$ cat config.mk
export PLATFORM = sky130hd
export DESIGN_NAME = ex_muldiv_unit
export DESIGN_NICKNAME = d
export VERILOG_FILES = /design/src/rtl/ex_muldiv_pkg.sv /design/src/rtl/ex_muldiv_datapath.sv /design/src/rtl/ex_muldiv_unit.sv
export SDC_FILE = /design/constraint.sdc
export NUM_CORES = 1
export LEC_CHECK = 0
export ABC_AREA = 1
export BUFFER_PORTS_ARGS = -buffer_cell sky130_fd_sc_hd__clkbuf_2
export CAP_MARGIN = 20
export CELL_PAD_IN_SITES_DETAIL_PLACEMENT = 1
export CELL_PAD_IN_SITES_GLOBAL_PLACEMENT = 1
export CORE_MARGIN = 5
export CORE_UTILIZATION = 30
export CTS_CLUSTER_SIZE = 40
export DETAILED_ROUTE_END_ITERATION = 10
export PLACE_DENSITY_LB_ADDON = 0.3
export SLEW_MARGIN = 20
export SYNTH_ARGS = -nofsm -noshare
export SYNTH_HDL_FRONTEND = slang
export SYNTH_HIERARCHICAL = 1
export SYNTH_SLANG_ARGS = --single-unit
$ cat constraint.sdc
create_clock -name clk -period 6 [get_ports clk]
set_input_delay 1.8 -clock clk [delete_from_list [all_inputs] [get_ports clk]]
set_output_delay 1.8 -clock clk [all_outputs]
set_load 0.02 [all_outputs]
$ cat src/rtl/ex_muldiv_pkg.sv
// Shared mul/div encodings: md_op field values and engine state,
// used by the EX-stage engine and the hazard unit.
package ex_muldiv_pkg;

    typedef enum logic [2:0] {
        MD_NONE  = 3'd0,
        MD_MULT  = 3'd1,
        MD_MULTU = 3'd2,
        MD_DIV   = 3'd3,
        MD_DIVU  = 3'd4,
        MD_MTHI  = 3'd5,
        MD_MTLO  = 3'd6
    } md_op_e;

    typedef enum logic [1:0] {
        S_IDLE  = 2'd0,
        S_RUN   = 2'd1,
        S_FIXUP = 2'd2
    } md_state_e;

    function automatic logic md_is_iter(input logic [2:0] op);
        return (op == MD_MULT) || (op == MD_MULTU) ||
               (op == MD_DIV)  || (op == MD_DIVU);
    endfunction

endpackage

$ cat src/rtl/ex_muldiv_datapath.sv
// Mul/div step logic: operand magnitudes, one shift-add or restoring
// divide step per call, and the final sign fixup into HI/LO values.
module ex_muldiv_datapath #(
    parameter int DATA_WIDTH = 32
) (
    input  logic [DATA_WIDTH-1:0]   data_1,
    input  logic [DATA_WIDTH-1:0]   data_2,
    input  logic                    signed_op,
    output logic [DATA_WIDTH-1:0]   mag_1,
    output logic [DATA_WIDTH-1:0]   mag_2,
    output logic                    sign_1,
    output logic                    sign_2,
    input  logic [2*DATA_WIDTH-1:0] acc,
    input  logic [DATA_WIDTH-1:0]   divisor,
    input  logic                    is_div,
    input  logic                    neg_q,
    input  logic                    neg_r,
    input  logic                    div_zero,
    input  logic [DATA_WIDTH-1:0]   rs,
    output logic [2*DATA_WIDTH-1:0] acc_next,
    output logic [DATA_WIDTH-1:0]   res_hi,
    output logic [DATA_WIDTH-1:0]   res_lo
);

    localparam int W = DATA_WIDTH;

    logic [W:0]     mul_sum;
    logic [W:0]     div_shift;
    logic [W:0]     div_diff;
    logic [2*W-1:0] prod_fix;
    logic [W-1:0]   q_fix;
    logic [W-1:0]   r_fix;

    assign sign_1 = signed_op & data_1[W-1];
    assign sign_2 = signed_op & data_2[W-1];
    assign mag_1  = sign_1 ? -data_1 : data_1;
    assign mag_2  = sign_2 ? -data_2 : data_2;

    // acc = {upper, lower}: product halves for mul, {remainder, dividend/quotient} for div.
    // The shifted remainder stays below 2*divisor, so bit W of the difference is the borrow.
    always_comb begin
        mul_sum   = {1'b0, acc[2*W-1:W]} + ({1'b0, divisor} & {(W+1){acc[0]}});
        div_shift = {acc[2*W-1:W], acc[W-1]};
        div_diff  = div_shift - {1'b0, divisor};
        if (is_div) begin
            if (div_diff[W])
                acc_next = {div_shift[W-1:0], acc[W-2:0], 1'b0};
            else
                acc_next = {div_diff[W-1:0], acc[W-2:0], 1'b1};
        end else begin
            acc_next = {mul_sum, acc[W-1:1]};
        end
    end

    always_comb begin
        prod_fix = neg_q ? -acc : acc;
        q_fix    = neg_q ? -acc[W-1:0] : acc[W-1:0];
        r_fix    = neg_r ? -acc[2*W-1:W] : acc[2*W-1:W];
        if (!is_div) begin
            res_hi = prod_fix[2*W-1:W];
            res_lo = prod_fix[W-1:0];
        end else if (div_zero) begin
            res_hi = rs;
            res_lo = '1;
        end else begin
            res_hi = r_fix;
            res_lo = q_fix;
        end
    end

endmodule

$ cat src/rtl/ex_muldiv_unit.sv
// EX-stage iterative multiply/divide engine owning HI/LO; busy stalls
// the hazard unit for DATA_WIDTH+1 cycles per mul/div operation.
module ex_muldiv_unit #(
    parameter int DATA_WIDTH = 32
) (
    input  logic                  clk,
    input  logic                  reset,
    input  logic                  i_start,
    input  logic                  i_flush,
    input  logic [2:0]            i_md_op,
    input  logic [DATA_WIDTH-1:0] i_data_1,
    input  logic [DATA_WIDTH-1:0] i_data_2,
    output logic                  o_busy,
    output logic                  o_done,
    output logic [DATA_WIDTH-1:0] o_hi,
    output logic [DATA_WIDTH-1:0] o_lo
);

    import ex_muldiv_pkg::*;

    localparam int W  = DATA_WIDTH;
    localparam int CW = $clog2(DATA_WIDTH);

    md_state_e      state, state_nx;
    logic [CW-1:0]  cnt;
    logic [2*W-1:0] acc, acc_next;
    logic [W-1:0]   divisor, rs;
    logic           div_q, neg_q, neg_r, dz_q;
    logic [W-1:0]   mag_1, mag_2, res_hi, res_lo;
    logic           sign_1, sign_2;
    logic           accept, signed_op, is_div_op;
    logic           load, step, write_res, write_hi, write_lo;

    assign accept = (state == S_IDLE) & i_start & ~i_flush;

    always_comb begin
        signed_op = 1'b0;
        is_div_op = 1'b0;
        case (i_md_op)
            MD_MULT: signed_op = 1'b1;
            MD_DIV:  begin signed_op = 1'b1; is_div_op = 1'b1; end
            MD_DIVU: is_div_op = 1'b1;
            default: ;
        endcase
    end

    always_ff @(posedge clk or negedge reset) begin
        if (!reset) state <= S_IDLE;
        else        state <= state_nx;
    end

    always_comb begin
        state_nx = state;
        unique case (state)
            S_IDLE:  if (accept && md_is_iter(i_md_op)) state_nx = S_RUN;
            S_RUN:   if (cnt == '0) state_nx = S_FIXUP;
            S_FIXUP: state_nx = S_IDLE;
            default: state_nx = S_IDLE;
        endcase
    end

    always_comb begin
        load      = accept & md_is_iter(i_md_op);
        step      = (state == S_RUN);
        write_res = (state == S_FIXUP);
        write_hi  = accept & (i_md_op == MD_MTHI);
        write_lo  = accept & (i_md_op == MD_MTLO);
    end

    ex_muldiv_datapath #(.DATA_WIDTH(W)) u_dp (
        .data_1   (i_data_1),
        .data_2   (i_data_2),
        .signed_op(signed_op),
        .mag_1    (mag_1),
        .mag_2    (mag_2),
        .sign_1   (sign_1),
        .sign_2   (sign_2),
        .acc      (acc),
        .divisor  (divisor),
        .is_div   (div_q),
        .neg_q    (neg_q),
        .neg_r    (neg_r),
        .div_zero (dz_q),
        .rs       (rs),
        .acc_next (acc_next),
        .res_hi   (res_hi),
        .res_lo   (res_lo)
    );

    always_ff @(posedge clk or negedge reset) begin
        if (!reset) begin
            o_busy  <= 1'b0;
            o_done  <= 1'b0;
            o_hi    <= '0;
            o_lo    <= '0;
            cnt     <= '0;
            acc     <= '0;
            divisor <= '0;
            rs      <= '0;
            div_q   <= 1'b0;
            neg_q   <= 1'b0;
            neg_r   <= 1'b0;
            dz_q    <= 1'b0;
        end else begin
            o_busy <= (state_nx != S_IDLE);
            o_done <= write_res;
            if (load) begin
                acc     <= {{W{1'b0}}, mag_1};
                divisor <= mag_2;
                rs      <= i_data_1;
                div_q   <= is_div_op;
                neg_q   <= sign_1 ^ sign_2;
                neg_r   <= sign_1;
                dz_q    <= (i_data_2 == '0);
                cnt     <= CW'(W - 1);
            end else if (step) begin
                acc <= acc_next;
                cnt <= cnt - CW'(1);
            end
            if (write_res) begin
                o_hi <= res_hi;
                o_lo <= res_lo;
            end else begin
                if (write_hi) o_hi <= i_data_1;
                if (write_lo) o_lo <= i_data_1;
            end
        end
    end

endmodule

### After elaboration in Yosys (flattened, before gate mapping)

Cells that the tools add are included.

| cells by class | value |
|---|---|
| bitwise gates (word level) | 10 |
| eq/ne operators | 8 |
| reduce and logical (&&, ||, !) cells | 13 |
| add/subtract/negate cells | 8 |
| mux-type cells | 24 |

Operators by type and width:

| cell | count |
|---|---|
| 32-bit two-way mux | 12 |
| 64-bit two-way mux | 5 |
| 32-bit negator | 4 |
| 64-bit negator | 1 |
| 32-bit by 33-bit adder with 33-bit output | 1 |
| 32-bit by 33-bit AND with 33-bit output | 1 |
| 33-bit by 32-bit subtractor with 33-bit output | 1 |
| 32-bit zero test | 1 |
| 5-bit two-way mux | 2 |
| 3-bit == test, second input constant | 3 |
| 2-bit nonzero test | 4 |
| 1-bit AND | 7 |
| 3-bit by 2-bit == test with 1-bit output, second input constant | 2 |
| 5-bit zero test | 1 |
| 5-bit by 1-bit subtractor with 5-bit output, second input constant | 1 |
| 2-bit two-way mux | 2 |
| 2-bit case mux with 2 select lines | 1 |
| 2-bit OR reduction | 2 |
| 3-bit by 1-bit == test with 1-bit output, second input constant | 1 |
| 1-bit logical OR | 3 |
| 2-bit by 1-bit == test with 1-bit output, second input constant | 1 |
| 2-bit == test, second input constant | 1 |
| 2-bit zero test | 1 |
| 1-bit two-way mux | 2 |
| other kinds (3) | 3 |

| storage, ports and cells | value |
|---|---|
| logic and storage cells | 76 |
| register bits | 205 |
| input port bits | 71 |
| output and inout bits | 66 |

### Depth between registers and ports, before layout

| logic depth | value |
|---|---|
| word-level depth | 8 |
| mapped depth | 20 |
| depth with buffers taken out | 20 |

### Modules after synthesis

The synthesis kept the hierarchy.

Modules (own cells, without submodules):

| module | cells an instance | area each (um2) | times used | sequential area each (um2) |
|---|---|---|---|---|
| ex_muldiv_datapath | 2253 | 10797.9 | 1 | 0.0 |
| ex_muldiv_unit | 1140 | 8989.9 | 1 | 5129.9 |

### Worst setup path before layout

Ideal clock, no wire load.

| timing | value |
|---|---|
| kind | input-to-reg |
| start point | input port i_data_1[1] |
| end point | register acc[30] |
| stages | 11 |
| required time | 5.931 ns |
| path buffers | 0 |
| library setup time | 0.069 ns |
| path slack | 2.814 ns |
| data arrival time | 3.117 ns |
| path through | inv_1 ha_1 nand2_1 nor2_1 nand2_1 o21ai_0 nand2_1 a21oi_1 xnor2_1 nand2_1 nand3_1 |

| between the ends | value |
|---|---|
| cells in the longest elaborated chain, start to end | 3 |

RTL lines:

| element | line | source |
|---|---|---|
| from (decl) | ex_muldiv_unit.sv:11 | `input logic [DATA_WIDTH-1:0] i_data_1,` |
| 32-bit negator | ex_muldiv_datapath.sv:36 | `assign mag_1 = sign_1 ? -data_1 : data_1;` |
| 32-bit two-way mux | ex_muldiv_datapath.sv:36 |  |
| via mag_1[30] | ex_muldiv_unit.sv:29 | `logic [W-1:0] mag_1, mag_2, res_hi, res_lo;` |
| 64-bit two-way mux | ex_muldiv_unit.sv:107 | `if (load) begin` |
| to (signal assigned) | ex_muldiv_unit.sv:108 | `acc <= {{W{1'b0}}, mag_1};` |
| to (signal assigned) | ex_muldiv_unit.sv:117 | `acc <= acc_next;` |
| to (decl) | ex_muldiv_unit.sv:26 | `logic [2*W-1:0] acc, acc_next;` |

The timed path passes the listed nets, and every way through them passes these cells.
A chain may end at the register's enable or synchronous reset.

### Worst setup path after layout

| timing | value |
|---|---|
| start point | input port i_md_op[2] |
| end point | register divisor[30] |

| between the ends | value |
|---|---|
| cells in the longest elaborated chain, start to end | 5 |
| elaborated cells on any way between the ends | 12 |
| those cells by class | eq/ne: 4; mux: 2; bitwise: 2; reduce/logical: 4 |

RTL lines:

| element | line | source |
|---|---|---|
| from (decl) | ex_muldiv_unit.sv:10 | `input logic [2:0] i_md_op,` |
| 3-bit by 1-bit == test with 1-bit output or 3-bit by 2-bit == test with 1-bit output (tied branches) | ex_muldiv_unit.sv:39 | `case (i_md_op)` |
| 2-bit OR reduction (no source line) (*) | - |  |
| 1-bit two-way mux (*) | ex_muldiv_unit.sv:39 |  |
| via signed_op | ex_muldiv_unit.sv:31 | `logic accept, signed_op, is_div_op;` |
| 1-bit AND (*) | ex_muldiv_datapath.sv:35 | `assign sign_2 = signed_op & data_2[W-1];` |
| via sign_2 | ex_muldiv_unit.sv:30 | `logic sign_1, sign_2;` |
| 32-bit two-way mux (*) | ex_muldiv_datapath.sv:37 | `assign mag_2 = sign_2 ? -data_2 : data_2;` |
| via mag_2[30] | ex_muldiv_unit.sv:29 |  |
| to (signal assigned) | ex_muldiv_unit.sv:109 | `divisor <= mag_2;` |
| to (decl) | ex_muldiv_unit.sv:27 | `logic [W-1:0] divisor, rs;` |

The timed path passes the listed nets; every way through them passes the cells marked *.

==> reports/results.ini <==
[placement]
place_area_mm2 = 0.0212
io_buffers = 136
hpwl_um = 71600
gp_congestion = 0.963
place_inst = 4290

[detailed_routing]
first_pass_iters = 6
vias = 22811
wirelength_um = 91900
ant_nets = 0
drt_iter0_markers = 1795
avgRoutedWirePerCell_um = 21.2
post-route-drc-count = 0
via_per_inst = 5.25

[sta]
period_needed_ns = 3.71
setup_viol = 0
tightest_slew_ns = 0.996
max_freq_mhz = 269
hold_viol = 0
post-route-period-util = 0.619
setup_tns_ns = 0
rsz0062_at_grt = false
fin_skew_ns = 0.0203
slew_viol_final = 0
relSlewSlack = 0.335

[clocking]
clock_sinks = 205
holdBufCountCts = 0
numCtsBuffers = 27
clk_pin_slew_ns = 0.07
clockBufferDepth = 3
cts_resized = 0
htreeDepth = 1
root_buffer = clkbuf_16
cts_tree = done
clock_latency_ns = 0.58
post_cts_buffers = 0

[synthesis]
netlist_area_mm2 = 0.0198
syn_inst = 3393
syn_avg_cell_area_um2 = 5.83
yosys.area.top_type_share = 0.266
async_flop_share = 1.00
yosysUniqueCellTypes = 44
synth_ff_type = dfrtp_1
synthTopCellsByArea = nand2_1 27%, dfrtp_1 26%, nand3_1 8.9%
synth_edf_count = 0
ys_ff_latch = 205
yosys.area.top_type = nand2_1
syn_nets = 3536
seq_area_frac_synth = 0.259
ys_warn_count = 6

[layout]
drive_gt1_frac = 0.0748
area_growth_pct = 11.7
stdcell_count = 4341
nets = 3599
final_cell_area_mm2 = 0.0221
multi_input_area_mm2 = 0.0128
diodes = 0
layout_common_cells = 1399 x nand2_1, 352 x nand3_1, 319 x inv_1
final_common_cell = nand2_1
fillers = 8909
seq_area_mm2 = 0.00513

[power_and_ir_drop]
peakVddDrop_v = 0.000218
pwr-share-comb = 0.609
switching_share = 0.565
p_leak_nw = 11.8
power.switching_mw = 6.22
power_density_mw_per_mm2 = 498
clkPwrFrac = 0.158
p_seq_frac = 0.233
p_int_mw = 4.80

[run_status]
status = finished, final reports clean

[floorplan]
io_pins = 137
die-area_mm2 = 0.0712
rows = 94
start_util = 0.302
die_x_um = 267
core_region_area_mm2 = 0.0656
die_h_um = 267

[critical_path]
cp.arrival_ns = 4.24
cp_slowest_cell = clkinv_1
worst-path-buf-inv = 3
cp.required_ns = 6.52
crit_chain = clkbuf_2, inv_1, nand3_1, nand2_1, nand2_1, clkinv_1, nand2_1, nand2_1, a21oi_1, xor2_1, nand2_1, nand2_1
crit_family = simple AND/OR/NAND/NOR gates
critical_path_class = input port to flip-flop
cp.depth = 12
r2r_start = acc[32]
rr_worst_depth = 18
r2r_end = acc[61]
reg2reg_setup_slack_ns = 2.34
end_kind = flip-flop
cp_common_cell = nand2_1
startpoint_type = input port
critPathMaxFanout = 26
critPathMaxStageDelay_ns = 0.66

[worst_hold_path]
min-delay-start = rs[31]
min_path_cells = 2
hold_end = rs[31]
hold_class = flip-flop to flip-flop

[global_route]
grt_pass1_wl_um = 139000
grt_use_total = 0.249
grt-ovfl-total = 0
antenna_found_initial = 0
grt_pass1_vias = 22594
grt_max_degree = 86

[job]
drv_cap = 0

## how the worst max path moves through the flow
stage                     slack, ns     endpoint        start
final                          2.29  divisor[30]   i_md_op[2]
after global routing           1.98  divisor[30]   i_md_op[2]
after CTS                      2.24  divisor[30]   i_md_op[2]
after detailed placement       1.63  divisor[30]   i_md_op[2]
after global placement         1.70  divisor[30]   i_md_op[2]
after floorplan                2.81      acc[30]  i_data_1[1]
## metal layers
| layer | track usage | vias to the layer above | part of all wire |
|---|---|---|---|
| li1 | - | 10926 | - |
| met1 | 0.346 | 11026 | 0.45 |
| met2 | 0.402 | 705 | 0.45 |
| met3 | 0.0216 | 154 | 0.051 |
| met4 | 0.0987 | 0 | 0.048 |
| met5 | 0 | - | 0 |
## registers in the layout, summed over array words and instances, names as in the netlist, 2 cells and up
register,flops
o_hi,32
cnt,5
divisor,32
acc,64
o_lo,32
state,2
rs,32
## worst reg2reg max path, cell delays in order (launching register included)
cell	delay (ns)
dfrtp_1	0.61
inv_1	0.31
fa_1	0.52
inv_1	0.13
nand2_1	0.06
nand2_1	0.08
nand3_1	0.11
nand2_2	0.16
nand2_2	0.07
nand2_2	0.11
nand2_4	0.09
nand2_4	0.07
nand2_2	0.07
nand2_4	0.37
nand3_1	0.42
nand2_1	0.17
nand2_1	0.06
nand2_1	0.07
nand2_1	0.07
## power groups by stage
| stage | Sequential, mW | Clock [mW] | Combinational [mW] |
|---|---|---|---|
| final | 2.57 | 1.74 | 6.71 |
| after global routing | 2.61 | 1.83 | 7.41 |
| after CTS | 2.55 | 1.78 | 6.64 |
| after floorplan | 2.21 | 0 | 4.50 |
| after detailed placement | 2.57 | 0 | 6.60 |
| after global placement | 2.56 | 0 | 6.53 |
## logic make-up (layout without fill, tap and decap cells)
family          after synthesis  after routing  synth area share
simple gates               2176           2176             0.453
buf+inv                     455            539            0.0935
compound gates              390            390             0.106
flops                       205            205             0.259
xor+xnor                     95             95            0.0420
fa+ha+maj                    72             72            0.0463
## cells in the mapped netlist, types with 6 or more instances
| cell type | instances |
|---|---|
| nand3b_1 | 15 |
| nand2_2 | 14 |
| nand4_1 | 33 |
| nor4_1 | 6 |
| o211ai_1 | 19 |
| buf_1 | 15 |
| buf_4 | 9 |
| xnor2_1 | 29 |
| o21a_1 | 9 |
| dfrtp_1 | 205 |
| o21ai_1 | 11 |
| nand3_1 | 352 |
| nor2_1 | 302 |
| nor2_2 | 10 |
| buf_2 | 32 |
| a21o_1 | 7 |
| xor2_1 | 66 |
| inv_1 | 320 |
| nand2_1 | 1400 |
| inv_2 | 7 |
| a21oi_1 | 149 |
| clkbuf_1 | 61 |
| o21ai_0 | 181 |
| ha_1 | 70 |
| buf_6 | 9 |
| nor3_1 | 23 |
## layout make-up
| cell class | instances | area share |
|---|---|---|
| timing repair buffer | 160 | 0.0403 |
| clock buffer | 38 | 0.0356 |
| multi-input combinational | 2733 | 0.580 |
| tap | 864 | 0.0489 |
| sequential | 205 | 0.232 |
| inverter | 329 | 0.0560 |
| clock inverter | 12 | 0.00657 |
## through the flow
stage	power, mW	hold WS (ns)	utilization	worst slack [ns]
2_1_floorplan	6.71	0.440	-	2.81
3_3_place_gp	9.09	0.464	0.322	1.70
3_5_place_dp	9.17	0.467	0.322	1.63
4_1_cts	11.0	0.484	0.337	2.24
5_1_grt	11.8	0.497	0.337	1.98
6_report	11.0	0.483	0.337	2.29
(Power assumes the default switching activity.)
